## config.mk

```make
export PLATFORM = sky130hd
export DESIGN_NAME = invert_pipe
export DESIGN_NICKNAME = d
export VERILOG_FILES = /design/src/rtl/invert_pipe.sv
export SDC_FILE = /design/constraint.sdc
export NUM_CORES = 1
export LEC_CHECK = 0
export BUFFER_PORTS_ARGS = -buffer_cell sky130_fd_sc_hd__buf_2
export CAP_MARGIN = 20
export CORE_MARGIN = 5
export CORE_UTILIZATION = 57
export CTS_CLUSTER_DIAMETER = 120
export DETAILED_ROUTE_END_ITERATION = 10
export PLACE_DENSITY = 0.82
export SETUP_SLACK_MARGIN = 0.15
export SLEW_MARGIN = 20
export SYNTH_ARGS = -nofsm -noshare
export SYNTH_HDL_FRONTEND = slang
export SYNTH_SLANG_ARGS = --single-unit
export TNS_END_PERCENT = 10
```

## constraint.sdc

```tcl
create_clock -name clk -period 3.07 [get_ports clk]
set_clock_uncertainty 0.2 [all_clocks]
set_input_delay 0.307 -clock clk [delete_from_list [all_inputs] [get_ports clk]]
set_output_delay 0.307 -clock clk [all_outputs]
set_load 0.01 [all_outputs]
```

## src/rtl/invert_pipe.sv

```systemverilog
// Fixed-latency delay line with launch-time inversion, in-flight occupancy tracking and a
// saturating count of output-word transitions.
module invert_pipe #(
    parameter int unsigned      WIDTH     = 8,
    parameter int unsigned      DEPTH     = 3,
    parameter logic [WIDTH-1:0] INV_MASK  = {WIDTH{1'b1}},
    parameter logic [WIDTH-1:0] RESET_VAL = {WIDTH{1'b0}},
    parameter int unsigned      CNT_W     = 8,
    localparam int unsigned     OCC_W     = $clog2(DEPTH + 1)
) (
    input  logic             clk,
    input  logic             rst,
    input  logic             in_valid,
    input  logic [WIDTH-1:0] in_data,
    input  logic             inv_en,
    input  logic             flush,
    input  logic             cnt_clr,
    output logic             out_valid,
    output logic [WIDTH-1:0] out_data,
    output logic [OCC_W-1:0] occupancy,
    output logic [CNT_W-1:0] toggles
);

    logic [DEPTH-1:0] stg_valid_q, stg_valid_d;
    logic [WIDTH-1:0] stg_data_q [DEPTH];
    logic [WIDTH-1:0] stg_data_d [DEPTH];
    logic [OCC_W-1:0] occ_q, occ_d;
    logic             out_valid_q;
    logic [WIDTH-1:0] out_data_q, out_data_d;
    logic [CNT_W-1:0] toggles_q, toggles_d;
    logic             deliver;

    always_comb begin
        stg_valid_d[0] = in_valid & ~flush;
        stg_data_d[0]  = in_data ^ (inv_en ? INV_MASK : {WIDTH{1'b0}});
        for (int k = 1; k < int'(DEPTH); k++) begin
            stg_valid_d[k] = stg_valid_q[k-1] & ~flush;
            stg_data_d[k]  = stg_data_q[k-1];
        end
    end

    always_comb begin
        occ_d = '0;
        for (int k = 0; k < int'(DEPTH); k++) begin
            occ_d = occ_d + OCC_W'(stg_valid_d[k]);
        end
    end

    // A flush also swallows the word that would have been delivered on the same edge.
    assign deliver = stg_valid_q[DEPTH-1] & ~flush;

    always_comb begin
        out_data_d = out_data_q;
        if (deliver) begin
            out_data_d = stg_data_q[DEPTH-1];
        end
        toggles_d = toggles_q;
        if (cnt_clr) begin
            toggles_d = '0;
        end else if ((out_data_d != out_data_q) && (toggles_q != {CNT_W{1'b1}})) begin
            toggles_d = toggles_q + CNT_W'(1);
        end
    end

    always_ff @(posedge clk or posedge rst) begin
        if (rst) begin
            stg_valid_q <= '0;
            for (int k = 0; k < int'(DEPTH); k++) begin
                stg_data_q[k] <= '0;
            end
            occ_q       <= '0;
            out_valid_q <= 1'b0;
            out_data_q  <= RESET_VAL;
            toggles_q   <= '0;
        end else begin
            stg_valid_q <= stg_valid_d;
            for (int k = 0; k < int'(DEPTH); k++) begin
                stg_data_q[k] <= stg_data_d[k];
            end
            occ_q       <= occ_d;
            out_valid_q <= deliver;
            out_data_q  <= out_data_d;
            toggles_q   <= toggles_d;
        end
    end

    assign out_valid = out_valid_q;
    assign out_data  = out_data_q;
    assign occupancy = occ_q;
    assign toggles   = toggles_q;

endmodule

```

==> run metrics, run 1 <==
Layout Area Growth over Synthesis=23.87%; first-pass GRT wire length=approximately 5.5 mm; Syn Nets=161; # DRC=0; Routed Antenna Nets=0; Synth cell types=27; worst skew pair latency=0.34 ns; die area=0.004269 mm2; vias in the first global route=1,267; DR WL/cell=between 10 and 15 um; CTS max path bufs=2; via count of the routed design=~1,200; GPL Wtd Cong=0.8379; share of cells above drive strength 1=23.32%; aggregate global-route resource usage=17.00%; met1 GRT Util=18.13%; drt total wl=3.151 mm; cell mode on critical path=or3_1; Tmin final=2.621 ns; pins over their slew limit=0; global routing's busiest layer=met2; ranking of synthesized cells by area=dfrtp_1 66%, nand2_1 5.6%, xnor2_1 4.0%; Syn Inst Count=145; number of max-cap violations=0; CTS Buf Count=5; Synth area leader=dfrtp_1; Worst Path Arrival=2.70 ns; pwr/cell area=between 500 and 600 mW/mm2; fillcell total=around 200; CP Capture Type=register; area of the multi-input gates=between 500 and 600 um2; Slowest Stage Delay on Critical Path=0.54 ns; met3 usage=5.128%; diodes inserted=0; Fin Hold WS=0.09277 ns; Synth Warn #=0; Crit-path slowest cell=dlygate4sd3_1; CTS tree=yes; initial antenna violation count=0; CTS root buf=clkbuf_4; Area after DPL=0.001936 mm2; setup violators final=0; IO buf count=32; die height=65.34 um; Rows=20; RSZ-0062 raised after global routing=no; worst vdd ir=469.0 uV; largest net degree at the start of global routing=37; worst-path maximum fanout=19; Seq. cell area=0.001151 mm2; most frequent cells in the layout=46 x dfrtp_1, 32 x buf_2, 26 x nand2_1; CP required=3.15 ns; clock transition at the registers of the reported paths=0.13 ns; # IOs=33; H-Tree Level Count=2; commonest non-fill, non-tap cell in the layout=dfrtp_1; post-CTS setup buffers=0; setup TNS=0 ns; DP HPWL=~2.2 mm; Initial Utilization=about three fifths; Setup Crit Path Kind=in -> reg; DR pass1 iterations=4; Non-Filler Cell Area, Final=~0.0022 mm2; Hold Path Class=in -> reg; achievable clock frequency=381.6 MHz; startpoint types=input port; met2 usage=31.10%; Slew HR=a little over half; Final Cycle Share=a little under nine tenths; Nets=208; Slew @ Worst Pin=0.6897 ns; TritonCTS Sinks=46; Resized cells post-CTS=0; chip width=65.34 um; status=complete, no violations; Synth top area share=roughly two thirds; initial drt markers=79; cts hold-fix bufs=11; Mapped Area=0.001745 mm2; post-synthesis sequential area ratio=65.95%; ordered list of cells on the worst path=dlygate4sd3_1 > buf_2 > nand2b_1 > inv_2 > nand3_1 > or3_1 > or3_1 > a21oi_1; Via density=approximately 5.4; total core area=about 0.003 mm2; total grt overflow=0; leakage=1.067 nW; Final Hold Vio Count=0; average size of a mapped cell=12.04 um2; Yosys reg bits=46
-- path summary, 6_finish.rpt --
kind                                          start                       end  slack (ns)  cells after the start
max                                           flush    toggles[5]$_DFFE_PP0P_        0.45                      8
min                                          inv_en  stg_data_d[12]$_DFF_PP0_        0.09                      2
max reg2reg                stg_valid_q[2]$_DFF_PP0_    toggles[5]$_DFFE_PP0P_        0.83                      6
min reg2reg                 stg_data_d[7]$_DFF_PP0_   stg_data_q[7]$_DFF_PP0_        0.15                      0
max in group asynchronous                       rst  stg_data_d[13]$_DFF_PP0_        1.75                      4
min in group asynchronous                       rst       out_valid$_DFF_PP0_        0.21                      3
-- logic make-up (layout without fill, tap and decap cells) --
family                     count (synthesis)  count (layout)  synth area share (%)
and+or+nand+nor                           53              53                 15.70
DFF                                       46              46                 65.95
xor gates and xnor gates                  16              16                 8.029
AOI/OAI and AO/OA                         14              14                 4.803
buffers and inverters                     13              61                 3.010
adders and majority gates                  2               2                 1.864
muxes                                      1               1                0.6451
-- state kept, by name, summed over array words and instances (netlist names) --
| register | count |
|---|---|
| occupancy | 2 |
| out_data | 8 |
| out_valid | 1 |
| stg_data_d | 16 |
| stg_data_q | 8 |
| stg_valid_q | 3 |
| toggles | 8 |
-- where the power goes --
| part | leakage [nW] | switching [mW] | internal (mW) | total (mW) |
|---|---|---|---|---|
| Clock | 0.0554 | 0.190 | 0.255 | 0.445 |
| Sequential | 0.573 | 0.0389 | 0.665 | 0.704 |
| Combinational | 0.438 | 0.0741 | 0.0728 | 0.147 |
| Total | 1.07 | 0.303 | 0.992 | 1.30 |
-- per-layer routing --
layer	part of all wire [%]	wire length, um
met5	0	0
met3	5.6	176
met4	1.0	32
met1	37	1158
met2	57	1784
-- cell usage after synthesis --
master	count
nand2b_1	4
clkbuf_1	1
dfrtp_1	46
nor2_1	3
inv_2	1
nor2_2	1
inv_1	6
o21ai_0	2
buf_1	2
or4b_1	2
or4_1	4
o31ai_1	4
buf_2	3
nor2b_1	2
xnor2_1	8
nand3_1	3
fa_1	1
a21oi_1	7
nand4_2	1
o41ai_1	1
or3_1	3
mux2_1	1
nor4_1	1
nand2_1	26
ha_1	1
nand4_1	3
xor2_1	8
-- critical path: cells and delay by family --
family / cells / cell delay, ns
compound gates: 1 / 0.16
simple gates: 4 / 1.23
buf+inv: 3 / 1.00
-- cell type report --
cell class	instances	area share [%]
flip-flops and latches	46	53.24
well taps	33	1.910
repair buffers	46	13.66
clock inverters	3	3.183
clock buffers	5	1.736
inverters	7	1.215
multi-input cells	86	25.06
-- per-stage QoR --
step / utilization [%] / cells / setup slack [ns] / power, mW
after floorplan: - / 145 / 1.043 / 0.7935
after global placement: 64.46 / 206 / 0.8276 / 0.8433
after detailed placement: 64.46 / 206 / 0.6900 / 0.8540
after CTS: 71.67 / 225 / 0.5145 / 1.309
after global routing: 72.00 / 226 / 0.3208 / 1.363
final: 72.00 / 226 / 0.4494 / 1.295
Note: power is estimated with default switching activity, not from simulation.
==> inputs of run 2 (changes only) <==
--- a/config.mk
+++ b/config.mk
@@ -8,10 +8,9 @@
 export BUFFER_PORTS_ARGS = -buffer_cell sky130_fd_sc_hd__buf_2
 export CAP_MARGIN = 20
 export CORE_MARGIN = 5
-export CORE_UTILIZATION = 57
+export CORE_UTILIZATION = 40
 export CTS_CLUSTER_DIAMETER = 120
 export DETAILED_ROUTE_END_ITERATION = 10
-export PLACE_DENSITY = 0.82
 export SETUP_SLACK_MARGIN = 0.15
 export SLEW_MARGIN = 20
 export SYNTH_ARGS = -nofsm -noshare
==> run metrics, run 2 (synthesis results as in run 1) <==
status=complete, no violations (unchanged); chip width=76.06 um (was 65.34 um); setup violators final=0 (unchanged); Non-Filler Cell Area, Final=0.002178 mm2 (was 0.002162 mm2); DR WL/cell=12.56 um (was 13.94 um); Rows=24 (was 20); Tmin final=2.133 ns (was 2.621 ns); share of cells above drive strength 1=24.61% (was 23.32%); largest net degree at the start of global routing=47 (was 37); Slew HR=79.02% (was 54.02%); CTS root buf=clkbuf_8 (was clkbuf_4); initial antenna violation count=0 (unchanged); DR pass1 iterations=4 (unchanged); Fin Hold WS=0.01154 ns (was 0.09277 ns); worst-path maximum fanout=9 (was 19); final setup margin=0.9375 ns (was 0.4494 ns); fillcell total=374 (was 201); utilization after layout=50.73% (was 72.00%); Worst Path Arrival=2.15 ns (was 2.70 ns); CTS Buf Count=5 (unchanged); setup TNS=0 ns (unchanged); H-Tree Level Count=2 (unchanged); die area=0.005784 mm2 (was 0.004269 mm2); CP required=3.09 ns (was 3.15 ns); post-route insts no fill=243 (was 226); Area after DPL=0.001959 mm2 (was 0.001936 mm2); TritonCTS Sinks=46 (unchanged); startpoint types=register (was input port); Crit-path slowest cell=or4_1 (was dlygate4sd3_1); first-pass GRT wire length=5.430 mm (was 5.451 mm); number of max-cap violations=0 (unchanged); total grt overflow=0 (unchanged); CTS max path bufs=2 (unchanged); commonest non-fill, non-tap cell in the layout=dfrtp_1 (unchanged); leakage=1.068 nW (was 1.067 nW); initial drt markers=25 (was 79); aggregate global-route resource usage=11.40% (was 17.00%); Nets=206 (was 208); Initial Utilization=40.65% (was 58.12%); Routed Antenna Nets=0 (unchanged); die height=76.06 um (was 65.34 um); Setup Crit Path Kind=reg -> reg (was in -> reg); Power Total=1.277 mW (was 1.295 mW); most frequent cells in the layout=46 x dfrtp_1, 32 x buf_2, 26 x nand2_1 (unchanged); via count of the routed design=1,173 (was 1,222); Resized cells post-CTS=0 (unchanged); vias in the first global route=1,221 (was 1,267); Slew @ Worst Pin=0.3147 ns (was 0.6897 ns); Hold Path Class=in -> reg (unchanged); Final Cycle Share=69.46% (was 85.36%); RSZ-0062 raised after global routing=no (unchanged); # DRC=0 (unchanged); clock transition at the registers of the reported paths=0.08 ns (was 0.13 ns); Slowest Stage Delay on Critical Path=0.54 ns (about the same); met1 GRT Util=13.35% (was 18.13%); CP Capture Type=register (unchanged); worst vdd ir=266.1 uV (was 469.0 uV); Final Hold Vio Count=0 (unchanged); pins over their slew limit=0 (unchanged); post-place setup slack=0.9503 ns (was 0.6900 ns); drt total wl=3.053 mm (was 3.151 mm); GPL Wtd Cong=0.7637 (was 0.8379); met3 usage=4.610% (was 5.128%); # IOs=33 (unchanged); DP HPWL=2.099 mm (was 2.220 mm); worst skew pair latency=0.29 ns (was 0.34 ns); max reg flops=16 (unchanged); ordered list of cells on the worst path=ha_1 > nand3_1 > nor2_2 > or4_1 > or3_1 > a21oi_1 (was dlygate4sd3_1 > buf_2 > nand2b_1 > inv_2 > nand3_1 > or3_1 > or3_1 > a21oi_1); Seq. cell area=0.001151 mm2 (unchanged); diodes inserted=0 (unchanged); Layout Area Growth over Synthesis=24.80% (was 23.87%); Via density=4.827 (was 5.407); achievable clock frequency=468.9 MHz (was 381.6 MHz); met2 usage=18.84% (was 31.10%); IO buf count=32 (unchanged); total core area=0.004294 mm2 (was 0.003003 mm2); area of the multi-input gates=541.8 um2 (unchanged); pwr/cell area=586.0 mW/mm2 (was 599.1 mW/mm2); CTS tree=yes (unchanged); DP Cell Count=225 (was 206); global routing's busiest layer=met2 (unchanged)
run 2: power breakdown:
group | total, mW | switching [mW] | internal [mW]
combinational | 0.144 | 0.0719 | 0.0725
sequential | 0.703 | 0.0378 | 0.665
clock | 0.430 | 0.190 | 0.239
total | 1.28 | 0.300 | 0.977
run 2: path summary, 6_finish.rpt:
check | startpoint | end | slack (ns) | cells after the start
max in group asynchronous | rst | stg_data_q[7]$_DFF_PP0_ | 1.93 | 4
worst max register to register | toggles[0]$_DFFE_PP0P_ | toggles[7]$_DFFE_PP0P_ | 0.94 | 6
worst min-delay path | flush | stg_valid_q[0]$_DFF_PP0_ | 0.01 | 2
min in group asynchronous | rst | occupancy[1]$_DFF_PP0_ | 0.29 | 3
worst min register to register | stg_data_d[12]$_DFF_PP0_ | stg_data_d[4]$_DFF_PP0_ | 0.15 | 0
worst max-delay path | toggles[0]$_DFFE_PP0P_ | toggles[7]$_DFFE_PP0P_ | 0.94 | 6
run 2: area by class of cell:
type,instances,area share (%)
flip-flops and latches,46,52.84
multi-input cells,86,24.87
repair buffers,44,13.10
clock buffers,5,3.159
well taps,52,2.987
clock inverters,3,1.838
inverters,7,1.206
run 2: critical path: cells and delay by family, from the launching register on:
kind                     cells  cell delay, ns
adder cells (fa/ha/maj)      1            0.24
AO/OA/AOI/OAI                1            0.14
AND/OR/NAND/NOR              4            1.05
flip-flops                   1            0.43
run 2: metal layers:
metal / wire length, um / part of all wire, % / up-vias
li1: - / - / 571
met3: 183 / 6.0 / 4
met4: 23 / 0.75 / 0
met5: 0 / 0 / -
met1: 1211 / 40 / 573
met2: 1635 / 54 / 25
run 2: repair_timing:
item                      CTS  global route
buffers inserted            0             0
hold buffers                8             1
hold endpoints to repair    8            10
